**config.mk**
```make
export PLATFORM = sky130hd
export DESIGN_NAME = dm_port_arbiter_flat
export DESIGN_NICKNAME = d
export VERILOG_FILES = /design/src/rtl/dm_port_arbiter_if.sv /design/src/rtl/dm_port_arbiter.sv /design/src/flat_wrapper.sv
export SDC_FILE = /design/constraint.sdc
export NUM_CORES = 1
export LEC_CHECK = 0
export ABC_CLOCK_PERIOD_IN_PS = 4450
export CORE_AREA = 2 2 122 124
export CTS_CLUSTER_SIZE = 20
export DETAILED_ROUTE_END_ITERATION = 10
export DIE_AREA = 0 0 124 126
export DONT_BUFFER_PORTS = 1
export HOLD_SLACK_MARGIN = 0.06
export PLACE_DENSITY = 0.34
export SLEW_MARGIN = 20
export SYNTH_ARGS = -nofsm -noshare
export SYNTH_HDL_FRONTEND = slang
export SYNTH_SLANG_ARGS = --single-unit
```
**constraint.sdc**
```tcl
create_clock -name clk -period 4.45 [get_ports clk]
set_clock_uncertainty 0.15 [all_clocks]
set_input_delay 0.6675 -clock clk [delete_from_list [all_inputs] [get_ports clk]]
set_output_delay 0.6675 -clock clk [all_outputs]
set_load 0.005 [all_outputs]
```
**src/rtl/dm_port_arbiter_if.sv**
```systemverilog
// Bus bundle between the CPU/secondary requesters, the data memory and dm_port_arbiter.
// The slave modport is the arbiter's view; master is the surrounding environment.
interface dm_port_arbiter_if #(
  parameter int AW = 32,
  parameter int DW = 32
);
  logic          c_req;
  logic          c_we;
  logic [3:0]    c_be;
  logic [AW-1:0] c_addr;
  logic [DW-1:0] c_wdata;
  logic          c_gnt;
  logic          c_rvalid;
  logic [DW-1:0] c_rdata;

  logic          d_req;
  logic          d_we;
  logic [3:0]    d_be;
  logic [AW-1:0] d_addr;
  logic [DW-1:0] d_wdata;
  logic          d_gnt;
  logic          d_rvalid;
  logic [DW-1:0] d_rdata;

  logic          mem_en;
  logic          mem_we;
  logic [3:0]    mem_be;
  logic [AW-1:0] mem_addr;
  logic [DW-1:0] mem_wdata;
  logic [DW-1:0] mem_rdata;

  modport slave (
    input  c_req, c_we, c_be, c_addr, c_wdata,
    output c_gnt, c_rvalid, c_rdata,
    input  d_req, d_we, d_be, d_addr, d_wdata,
    output d_gnt, d_rvalid, d_rdata,
    output mem_en, mem_we, mem_be, mem_addr, mem_wdata,
    input  mem_rdata
  );

  modport master (
    output c_req, c_we, c_be, c_addr, c_wdata,
    input  c_gnt, c_rvalid, c_rdata,
    output d_req, d_we, d_be, d_addr, d_wdata,
    input  d_gnt, d_rvalid, d_rdata,
    input  mem_en, mem_we, mem_be, mem_addr, mem_wdata,
    output mem_rdata
  );
endinterface

```
**src/rtl/dm_port_arbiter.sv**
```systemverilog
// Data-memory arbiter: CPU (C) has fixed priority, a starvation guard forces D through,
// and 1-cycle read data is steered back to whichever port issued the read.
module dm_port_arbiter #(
  parameter int AW         = 32,
  parameter int DW         = 32,
  parameter int STARVE_MAX = 4
) (
  input  logic                clk,
  input  logic                reset,
  dm_port_arbiter_if.slave    bus,
  output logic [3:0]          starve_cnt
);

  typedef enum logic [1:0] {
    OWN_NONE = 2'b00,
    OWN_C    = 2'b01,
    OWN_D    = 2'b10
  } owner_t;

  owner_t        rd_owner, rd_owner_nxt;
  logic [3:0]    starve_nxt;
  logic          starve_hit;
  logic          c_win, d_win;
  logic [AW-1:0] addr_mux;
  logic [DW-1:0] wdata_mux;

  always_ff @(posedge clk) begin
    if (!reset) begin
      starve_cnt <= '0;
      rd_owner   <= OWN_NONE;
    end else begin
      starve_cnt <= starve_nxt;
      rd_owner   <= rd_owner_nxt;
    end
  end

  always_comb begin
    c_win        = 1'b0;
    d_win        = 1'b0;
    starve_hit   = (starve_cnt == 4'(STARVE_MAX));
    starve_nxt   = starve_cnt;
    rd_owner_nxt = OWN_NONE;

    // Grants are suppressed combinationally while reset is held low.
    if (reset) begin
      if (bus.d_req && starve_hit) d_win = 1'b1;
      else if (bus.c_req)          c_win = 1'b1;
      else if (bus.d_req)          d_win = 1'b1;
    end

    if (!bus.d_req || d_win)      starve_nxt = '0;
    else if (c_win && !starve_hit) starve_nxt = starve_cnt + 4'd1;

    if (c_win && !bus.c_we)      rd_owner_nxt = OWN_C;
    else if (d_win && !bus.d_we) rd_owner_nxt = OWN_D;
  end

  // Idle cycles park the address/data mux on the C payload.
  assign addr_mux  = d_win ? bus.d_addr  : bus.c_addr;
  assign wdata_mux = d_win ? bus.d_wdata : bus.c_wdata;

  always_comb begin
    bus.c_gnt     = c_win;
    bus.d_gnt     = d_win;
    bus.mem_en    = c_win | d_win;
    bus.mem_we    = (c_win & bus.c_we) | (d_win & bus.d_we);
    bus.mem_be    = d_win ? bus.d_be : (c_win ? bus.c_be : '0);
    bus.mem_addr  = addr_mux;
    bus.mem_wdata = wdata_mux;

    bus.c_rvalid  = reset && (rd_owner == OWN_C);
    bus.d_rvalid  = reset && (rd_owner == OWN_D);
    bus.c_rdata   = bus.c_rvalid ? bus.mem_rdata : '0;
    bus.d_rdata   = bus.d_rvalid ? bus.mem_rdata : '0;
  end

endmodule

```
**src/flat_wrapper.sv**
```systemverilog
// flat-port wrapper written by rule: the top's interface ports become plain ports
module dm_port_arbiter_flat 
#(
  parameter int AW         = 32,
  parameter int DW         = 32,
  parameter int STARVE_MAX = 4
)
  (clk, reset, starve_cnt, bus_c_req, bus_c_we, bus_c_be, bus_c_addr, bus_c_wdata, bus_c_gnt, bus_c_rvalid, bus_c_rdata, bus_d_req, bus_d_we, bus_d_be, bus_d_addr, bus_d_wdata, bus_d_gnt, bus_d_rvalid, bus_d_rdata, bus_mem_en, bus_mem_we, bus_mem_be, bus_mem_addr, bus_mem_wdata, bus_mem_rdata);
  dm_port_arbiter_if #(.AW(AW), .DW(DW)) bus_i ();
  input  logic clk;
  input  logic reset;
  output logic [3:0] starve_cnt;
  input wire logic [$bits(bus_i.c_req)-1:0] bus_c_req;
  input wire logic [$bits(bus_i.c_we)-1:0] bus_c_we;
  input wire logic [$bits(bus_i.c_be)-1:0] bus_c_be;
  input wire logic [$bits(bus_i.c_addr)-1:0] bus_c_addr;
  input wire logic [$bits(bus_i.c_wdata)-1:0] bus_c_wdata;
  output wire logic [$bits(bus_i.c_gnt)-1:0] bus_c_gnt;
  output wire logic [$bits(bus_i.c_rvalid)-1:0] bus_c_rvalid;
  output wire logic [$bits(bus_i.c_rdata)-1:0] bus_c_rdata;
  input wire logic [$bits(bus_i.d_req)-1:0] bus_d_req;
  input wire logic [$bits(bus_i.d_we)-1:0] bus_d_we;
  input wire logic [$bits(bus_i.d_be)-1:0] bus_d_be;
  input wire logic [$bits(bus_i.d_addr)-1:0] bus_d_addr;
  input wire logic [$bits(bus_i.d_wdata)-1:0] bus_d_wdata;
  output wire logic [$bits(bus_i.d_gnt)-1:0] bus_d_gnt;
  output wire logic [$bits(bus_i.d_rvalid)-1:0] bus_d_rvalid;
  output wire logic [$bits(bus_i.d_rdata)-1:0] bus_d_rdata;
  output wire logic [$bits(bus_i.mem_en)-1:0] bus_mem_en;
  output wire logic [$bits(bus_i.mem_we)-1:0] bus_mem_we;
  output wire logic [$bits(bus_i.mem_be)-1:0] bus_mem_be;
  output wire logic [$bits(bus_i.mem_addr)-1:0] bus_mem_addr;
  output wire logic [$bits(bus_i.mem_wdata)-1:0] bus_mem_wdata;
  input wire logic [$bits(bus_i.mem_rdata)-1:0] bus_mem_rdata;
  assign bus_i.c_req = bus_c_req;
  assign bus_i.c_we = bus_c_we;
  assign bus_i.c_be = bus_c_be;
  assign bus_i.c_addr = bus_c_addr;
  assign bus_i.c_wdata = bus_c_wdata;
  assign bus_c_gnt = bus_i.c_gnt;
  assign bus_c_rvalid = bus_i.c_rvalid;
  assign bus_c_rdata = bus_i.c_rdata;
  assign bus_i.d_req = bus_d_req;
  assign bus_i.d_we = bus_d_we;
  assign bus_i.d_be = bus_d_be;
  assign bus_i.d_addr = bus_d_addr;
  assign bus_i.d_wdata = bus_d_wdata;
  assign bus_d_gnt = bus_i.d_gnt;
  assign bus_d_rvalid = bus_i.d_rvalid;
  assign bus_d_rdata = bus_i.d_rdata;
  assign bus_mem_en = bus_i.mem_en;
  assign bus_mem_we = bus_i.mem_we;
  assign bus_mem_be = bus_i.mem_be;
  assign bus_mem_addr = bus_i.mem_addr;
  assign bus_mem_wdata = bus_i.mem_wdata;
  assign bus_i.mem_rdata = bus_mem_rdata;
  dm_port_arbiter #(.AW(AW), .DW(DW), .STARVE_MAX(STARVE_MAX)) u_core (.clk(clk), .reset(reset), .bus(bus_i), .starve_cnt(starve_cnt));
endmodule
```
# Word-level counts from Yosys, hierarchy flattened

Cells that the tools add are included.
W data, S select, Z words.

Register bits after elaboration: 6
Input port bits: 174
Output and inout bits: 142
Word-level logic and storage cells: 40

Add/sub/neg operators: 1
Equality and inequality tests: 3
Multiplexer cells: 15
Bitwise gates (word level): 5
Reductions and logical operators: 13

Operators with widths:

| operator              | number |
|---|---|
| $mux W32              | 4 |
| $mux W1               | 8 |
| $mux W4               | 2 |
| $logic_and A1 B1 Y1   | 6 |
| $add A4 B1 Y4 const B | 1 |
| $eq A4 B3 Y1 const B  | 1 |
| $logic_not A1 Y1      | 4 |
| $reduce_or A2 Y1      | 2 |
| $and A1 B1 Y1         | 2 |
| $eq A2 B1 Y1 const B  | 1 |
| $eq A2 B2 Y1 const B  | 1 |
| $mux W2               | 1 |
| $or A1 B1 Y1          | 2 |
| $logic_or A1 B1 Y1    | 1 |
| $not A1 Y1            | 1 |

# Longest topological paths before layout

Word-level depth: 7
Mapped depth: 6

# Worst setup path after synthesis

No wires, ideal clock.

Path kind: input -> output
Start point: input reset
End point: output bus_mem_wdata[12]
Arrival: 1535 ps
Slack: 2097 ps
Stages on the path: 4
Cell sequence: nand2_1 -> a21oi_4 -> buf_4 -> mux2_2

Word-level cells in the longest chain between the ends: 2

Ends and longest elaborated chain:

| element     | line                  | RTL |
|---|---|---|
| from (decl) | flat_wrapper.sv:11    | `input logic reset;` |
| $mux W1     | dm_port_arbiter.sv:45 | `if (reset) begin` |
| $mux W32    | dm_port_arbiter.sv:60 | `assign wdata_mux = d_win ? bus.d_wdata : bus.c_wdata;` |
| to (decl)   | flat_wrapper.sv:33    | `output wire logic [$bits(bus_i.mem_wdata)-1:0] bus_mem_wdata;` |

No other way between the ends.

# Worst setup path after layout

Start point: register u_core.starve_cnt[0]
End point: output bus_mem_wdata[4]

Word-level cells in the longest chain between the ends: 5

Ends and longest elaborated chain:

| element                | line                  | RTL |
|---|---|---|
| from (decl)            | dm_port_arbiter.sv:11 | `output logic [3:0] starve_cnt` |
| from (signal assigned) | dm_port_arbiter.sv:32 | `starve_cnt <= starve_nxt;` |
| $eq A4 B3 Y1           | dm_port_arbiter.sv:40 | `starve_hit = (starve_cnt == 4'(STARVE_MAX));` |
| $logic_and A1 B1 Y1    | dm_port_arbiter.sv:46 | `if (bus.d_req && starve_hit) d_win = 1'b1;` |
| $mux W1                | dm_port_arbiter.sv:46 |  |
| $mux W1                | dm_port_arbiter.sv:45 |  |
| named net bus_d_gnt    | flat_wrapper.sv:26    | `output wire logic [$bits(bus_i.d_gnt)-1:0] bus_d_gnt;` |
| $mux W32               | dm_port_arbiter.sv:60 |  |

The timed path passes the listed nets, and every way through them passes these cells.

==> results.sh <==
export IMPL_finish_net_count=345
export IMPL_p_int_uw=216
export IMPL_antenna_diode_count=0
export IMPL_synth_seq_area_share_pct=7.84
export IMPL_die_area_um2=15600
export IMPL_detailedRoute_firstPassIterationCount=4
export IMPL_globalRoute_totalOverflow=0
export IMPL_layout_cells_most_common="and2_1"
export IMPL_timing_rr_start="u_core.starve_cnt[0]"
export IMPL_grt_start_max_net_pins=69
export IMPL_dieHeight_um=126
export IMPL_post_route_min_period_ps=3230
export IMPL_buffer_ports_inserted=0
export IMPL_critPathCaptureType="output pin"
export IMPL_worst_ep_required_time_ps=3630
export IMPL_worstMarginPinSlew_ps=858
export IMPL_dr_total_vias=1416
export IMPL_grt_pass1_wl_mm=9.74
export IMPL_post_drt_via_cell_ratio=4.03
export IMPL_comb_power_share_pct=32.2
export IMPL_drc=0
export IMPL_cts_htree_levels=1
export IMPL_all_layer_global_routing_usage_pct=8.94
export IMPL_cts_setup_buffers=0
export IMPL_startpoint_type="register"
export IMPL_crit_path_end="bus_mem_wdata[4]"
export IMPL_core_um2=14300
export IMPL_syn_instance_count=176
export IMPL_sw_frac_of_total_pct=25.9
export IMPL_worst_slew_margin_rel_pct=42.8
export IMPL_detailedRoute_firstIterationViolations=21
export IMPL_netlist_cell_types=21
export IMPL_yosys_register_bits=6
export IMPL_crit_slowest_cell="buf_4"
export IMPL_layout_common_cells="and2_1 (64), mux2_2 (58), mux2_1 (6), dfxtp_1 (6), a22o_1 (5)"
export IMPL_worst_skew_pair_late_latency_ps=220
export IMPL_post_route_cells_drive_above_1_share_pct=38.9
export IMPL_power_sequential_fraction_pct=19.3
export IMPL_layout_worst_path_cycle_share_pct=72.5
export IMPL_cts_buffer_depth=2
export IMPL_setup_tns_ps=0
export IMPL_first_global_vias=1390
export IMPL_fin_worst_hold_slack_ps=382
export IMPL_outcome="finished, final reports clean"
export IMPL_switching_power_of_the_nets_uw=75.5
export IMPL_hold_violations_final=0
export IMPL_antenna_found_initial=2
export IMPL_critical_path_reg2reg_endpoint="u_core.rd_owner[0]"
export IMPL_setup_worst_path_class="register to output pin"
export IMPL_hold_path_class="input port to register"
export IMPL_post_dp_hpwl_mm=7.21
export IMPL_pwr_density_cell_nw_per_um2=164
export IMPL_globalplace_congestion=0.798
export IMPL_hold_buffers=0
export IMPL_start_util_pct=10.7
export IMPL_synth_area_um2=1530
export IMPL_crit_path_cell_trace="inv_1, ha_1, nand3b_4, a21oi_4, buf_4, mux2_2"
export IMPL_cts_root_buffer_cell="clkbuf_16"
export IMPL_rsz0062_at_grt="no"
export IMPL_area_delta_synth_final_pct=16.0
export IMPL_synth_net_count=352
export IMPL_finalMaxSlewViolations=0
export IMPL_ff2ff_setup_slack_ps=2800
export IMPL_die_w_um=124
export IMPL_max_cap_violations=0
export IMPL_clkTransAtPathRegs_ps=30
export IMPL_cpPeakStageDelay_ps=670
export IMPL_worst_endpoint_arrival_ps=2410
export IMPL_ys_warn_count=0
export IMPL_wirelength_mm=7.93
export IMPL_drt_antenna_violating_nets=0
export IMPL_avgSynthCellArea_um2=8.71
export IMPL_worst_setup_sp="u_core.starve_cnt[0]"
export IMPL_max_freq_ghz=0.310
export IMPL_cts_resized=0
export IMPL_io_pins=316
export IMPL_cts_buffers_inserted=3
export IMPL_worst_ir_drop_vdd_v=0.0000774
export IMPL_reg2reg_depth=5
export IMPL_critical_path_peak_fanout=68
export IMPL_clockPowerShare_pct=48.5
export IMPL_number_of_clock_sinks_seen_by_cts=6
export IMPL_leakagePower_nw=0.609
export IMPL_cts_tree="yes"
export IMPL_post_drt_wl_per_cell_um=22.6
export IMPL_placementRows=44
export IMPL_finalSetupViolations=0
-- cells by family (layout without fill, tap and decap cells) --
family	count (synthesis)	count (layout)	share of synthesized area (%)
muxes	64	64	47.0
adders and majority gates	2	2	1.63
and+or+nand+nor	77	77	31.4
xor gates and xnor gates	2	2	1.14
buffers and inverters	17	8	5.88
AOI/OAI and AO/OA	8	8	5.06
DFF	6	6	7.84
-- flip-flops by register name, indices dropped and copies added, names as in the netlist --
name and cells:
u_core.starve_cnt 4, u_core.rd_owner 2
-- cells in the mapped netlist (all sizes together) --
cell type	number	area [µm²]
a21oi	1	16.3
a22o	5	43.8
and2	64	400
and3b	1	8.76
buf	7	52.6
clkbuf	6	22.5
dfxtp	6	120
ha	2	25.0
inv	4	15.0
mux2	64	721
nand2	3	11.3
nand3	1	5.00
nand3b	1	20.0
nor2	1	3.75
nor2b	2	12.5
nor3	4	20.0
o211a	1	10.0
o21a	1	7.51
xnor2	1	8.76
xor2	1	8.76
-- power by group through the flow --
stage | Sequential, mW | Combinational, mW | Clock (mW)
final | 0.0564 | 0.0937 | 0.141
after global routing | 0.0567 | 0.102 | 0.148
after CTS | 0.0563 | 0.0962 | 0.144
after detailed placement | 0.0570 | 0.0956 | 0
after global placement | 0.0571 | 0.0948 | 0
after floorplan | 0.0567 | 0.0790 | 0
-- critical path, delay by kind of cell, from the launching register on --
family | cells | cell delay [ps]
flip-flops | 1 | 350
buffers and inverters | 2 | 740
multiplexers | 1 | 450
AO/OA/AOI/OAI | 1 | 260
adder cells (fa/ha/maj) | 1 | 190
AND/OR/NAND/NOR | 1 | 110
-- per-layer routing --
layer  part of all wire (%)  global-route usage, %  up-vias
met1                     36                   10.1      631
met5                  0.088                      0        -
met3                     13                   3.26        6
met4                   0.48                  0.793        2
li1                       -                      -      581
met2                     50                   16.5      196
-- final cells by class --
cell class	count	area [µm²]
clock buffer	3	75.1
fill	1623	12500
inverter	4	15.0
multi-input combinational	153	1330
sequential	6	120
tap	184	230
timing repair buffer	1	7.51
-- through the flow --
stage | power (mW) | area, µm² | utilization (%) | instances | setup WS, ps
floorplan | 0.136 | 1530 | - | 176 | 2100
global placement | 0.152 | 1700 | 11.9 | 348 | 1410
detailed placement | 0.153 | 1700 | 11.9 | 348 | 1340
CTS | 0.297 | 1770 | 12.4 | 351 | 1190
global route | 0.307 | 1780 | 12.4 | 351 | 1050
finish | 0.291 | 1780 | 12.4 | 351 | 1220
-- worst min-delay path by stage --
stage / start / endpoint / slack, ps / cells past startpoint
global route: bus_d_we / u_core.rd_owner[1] / 380 / 1
global placement: u_core.starve_cnt[0] / u_core.starve_cnt[0] / 400 / 1
finish: bus_d_we / u_core.rd_owner[1] / 380 / 1
CTS: bus_c_we / u_core.rd_owner[0] / 390 / 1
detailed placement: u_core.starve_cnt[0] / u_core.starve_cnt[0] / 400 / 1
floorplan: u_core.starve_cnt[0] / u_core.starve_cnt[0] / 350 / 1
Power figures use the tool's default switching activity.
==> RTL change (same settings) <==
Register the output `starve_cnt` once more, cleared by the reset; this adds one clock of latency there. The other outputs are not delayed to match.
--- a/src/rtl/dm_port_arbiter.sv
+++ b/src/rtl/dm_port_arbiter.sv
@@ -19,2 +19,4 @@
 
+  logic [3:0] starve_cnt_s0;
+
   owner_t        rd_owner, rd_owner_nxt;
@@ -28,6 +30,6 @@
     if (!reset) begin
-      starve_cnt <= '0;
+      starve_cnt_s0 <= '0;
       rd_owner   <= OWN_NONE;
     end else begin
-      starve_cnt <= starve_nxt;
+      starve_cnt_s0 <= starve_nxt;
       rd_owner   <= rd_owner_nxt;
@@ -39,4 +41,4 @@
     d_win        = 1'b0;
-    starve_hit   = (starve_cnt == 4'(STARVE_MAX));
-    starve_nxt   = starve_cnt;
+    starve_hit   = (starve_cnt_s0 == 4'(STARVE_MAX));
+    starve_nxt   = starve_cnt_s0;
     rd_owner_nxt = OWN_NONE;
@@ -51,3 +53,3 @@
     if (!bus.d_req || d_win)      starve_nxt = '0;
-    else if (c_win && !starve_hit) starve_nxt = starve_cnt + 4'd1;
+    else if (c_win && !starve_hit) starve_nxt = starve_cnt_s0 + 4'd1;
 
@@ -76,2 +78,10 @@
 
+  always_ff @(posedge clk) begin
+    if (!reset) begin
+      starve_cnt <= '0;
+    end else begin
+      starve_cnt <= starve_cnt_s0;
+    end
+  end
+
 endmodule
Check against the original RTL: not equivalent (Yosys sat finds a counterexample within 4 cycles, from zero or initial values and one cycle with reset low).
==> RTL change against the unedited design <==
  * Wire length fell by 4.9%
  * Maximum frequency rose by 2.4%
  * Sequential power rose by 64%
  * Die area did not move
  * Largest power group unchanged
  * Final area rose by 5.4%
  * Cell count rose by 2.8%
  * Highest routed layer is now met4
  * Sequential share of layout area rose by 3.9 points
  * Setup slack improved by 0.077 ns
  * Utilization rose by 0.67 points
  * Sequential cell count rose by 4
  * Synthesized area rose by 6.0%
  * Register-to-register slack improved by 0.04 ns
  * Power rose by 18%
  * Critical path type unchanged
  * Critical endpoint is now bus_mem_addr[29]
==> RTL change: results (changes against the unedited design) <==
[global_route]
grt_pass1_vias = 1423  ; +2.4%
antenna_found_initial = 1  ; -1
use_met3 = 0.0421  ; +0.00951
grt_max_degree = 70  ; +1.4%
grtUsageTotal = 0.0842  ; -0.00517

[drt]
drtIter0Drc = 26  ; +24%
drt_pass1_iterations = 3  ; -1
drt-total-wl_um = 7540  ; -4.9%
vias = 1451  ; +2.5%

[synth]
synth_xor_area_frac = 0.0108  ; -0.000651
synthTopCellsByArea = mux2_2, and2_1, dfxtp_1
synthTopCellsByCount = and2_1, mux2_2, dfxtp_1
synthAdderAreaFrac = 0.0154  ; -0.000930
synth_compound_area_frac = 0.0477  ; -0.00288
seq_area_frac_synth = 0.123  ; +0.0448

[place]
placed_area_um2 = 1800  ; +5.7%
place_ws_ns = 1.48  ; +0.142 ns
gpl.final_weighted_congestion = 0.908  ; +14%
placed_cells = 357  ; +2.6%
post-dp-hpwl_um = 6770  ; -6.1%

[power]
p_int_uw = 254  ; +17%
ir_drop_uv = 142  ; +84%
pwr-share-comb = 0.280  ; -0.042
switching_power_uw = 89.5  ; +19%
power_leakage_nw = 0.652  ; +7.2%

[sta]
worst_pin_slew_ns = 0.822  ; -0.0361 ns

[worst_setup_path]
worstSetupEndpoint = bus_mem_addr[29]
crit_fanout = 69  ; +1.5%
r2r-start = u_core.starve_cnt_s0[0]$_SDFFE_PP0P_
r2r_slack_ns = 2.84  ; +0.04 ns
cpPeakStageDelay_ns = 0.63  ; -0.04 ns

[status]
run_status = complete, no violations

-- RTL change: cell count changes in the layout (fill, tap and decap cells not counted), sizes merged --
cell   before  now
and2       64   68
buf         1    2
diode       0    1
dfxtp       6   10
-- RTL change: layer usage --
| metal | share of wire | routed length [µm] |
|---|---|---|
| met1 | 0.31 | 2320 |
| met2 | 0.53 | 3980 |
| met3 | 0.15 | 1110 |
| met4 | 0.018 | 136 |
| met5 | 0 | 0 |
-- RTL change: layout make-up --
type                       instances  area [µm²]
inverter                           4        15.0
antenna                            1        2.50
timing repair buffer               2        15.0
sequential                        10         200
fill                            1624       12400
tap                              184         230
clock buffer                       3        75.1
multi-input combinational        157        1340
-- RTL change: kinds of logic after synthesis --
logic type | after synthesis
xor gates and xnor gates | 2
AOI/OAI and AO/OA | 8
DFF | 10
buffers and inverters | 17
muxes | 64
and+or+nand+nor | 81
adders and majority gates | 2
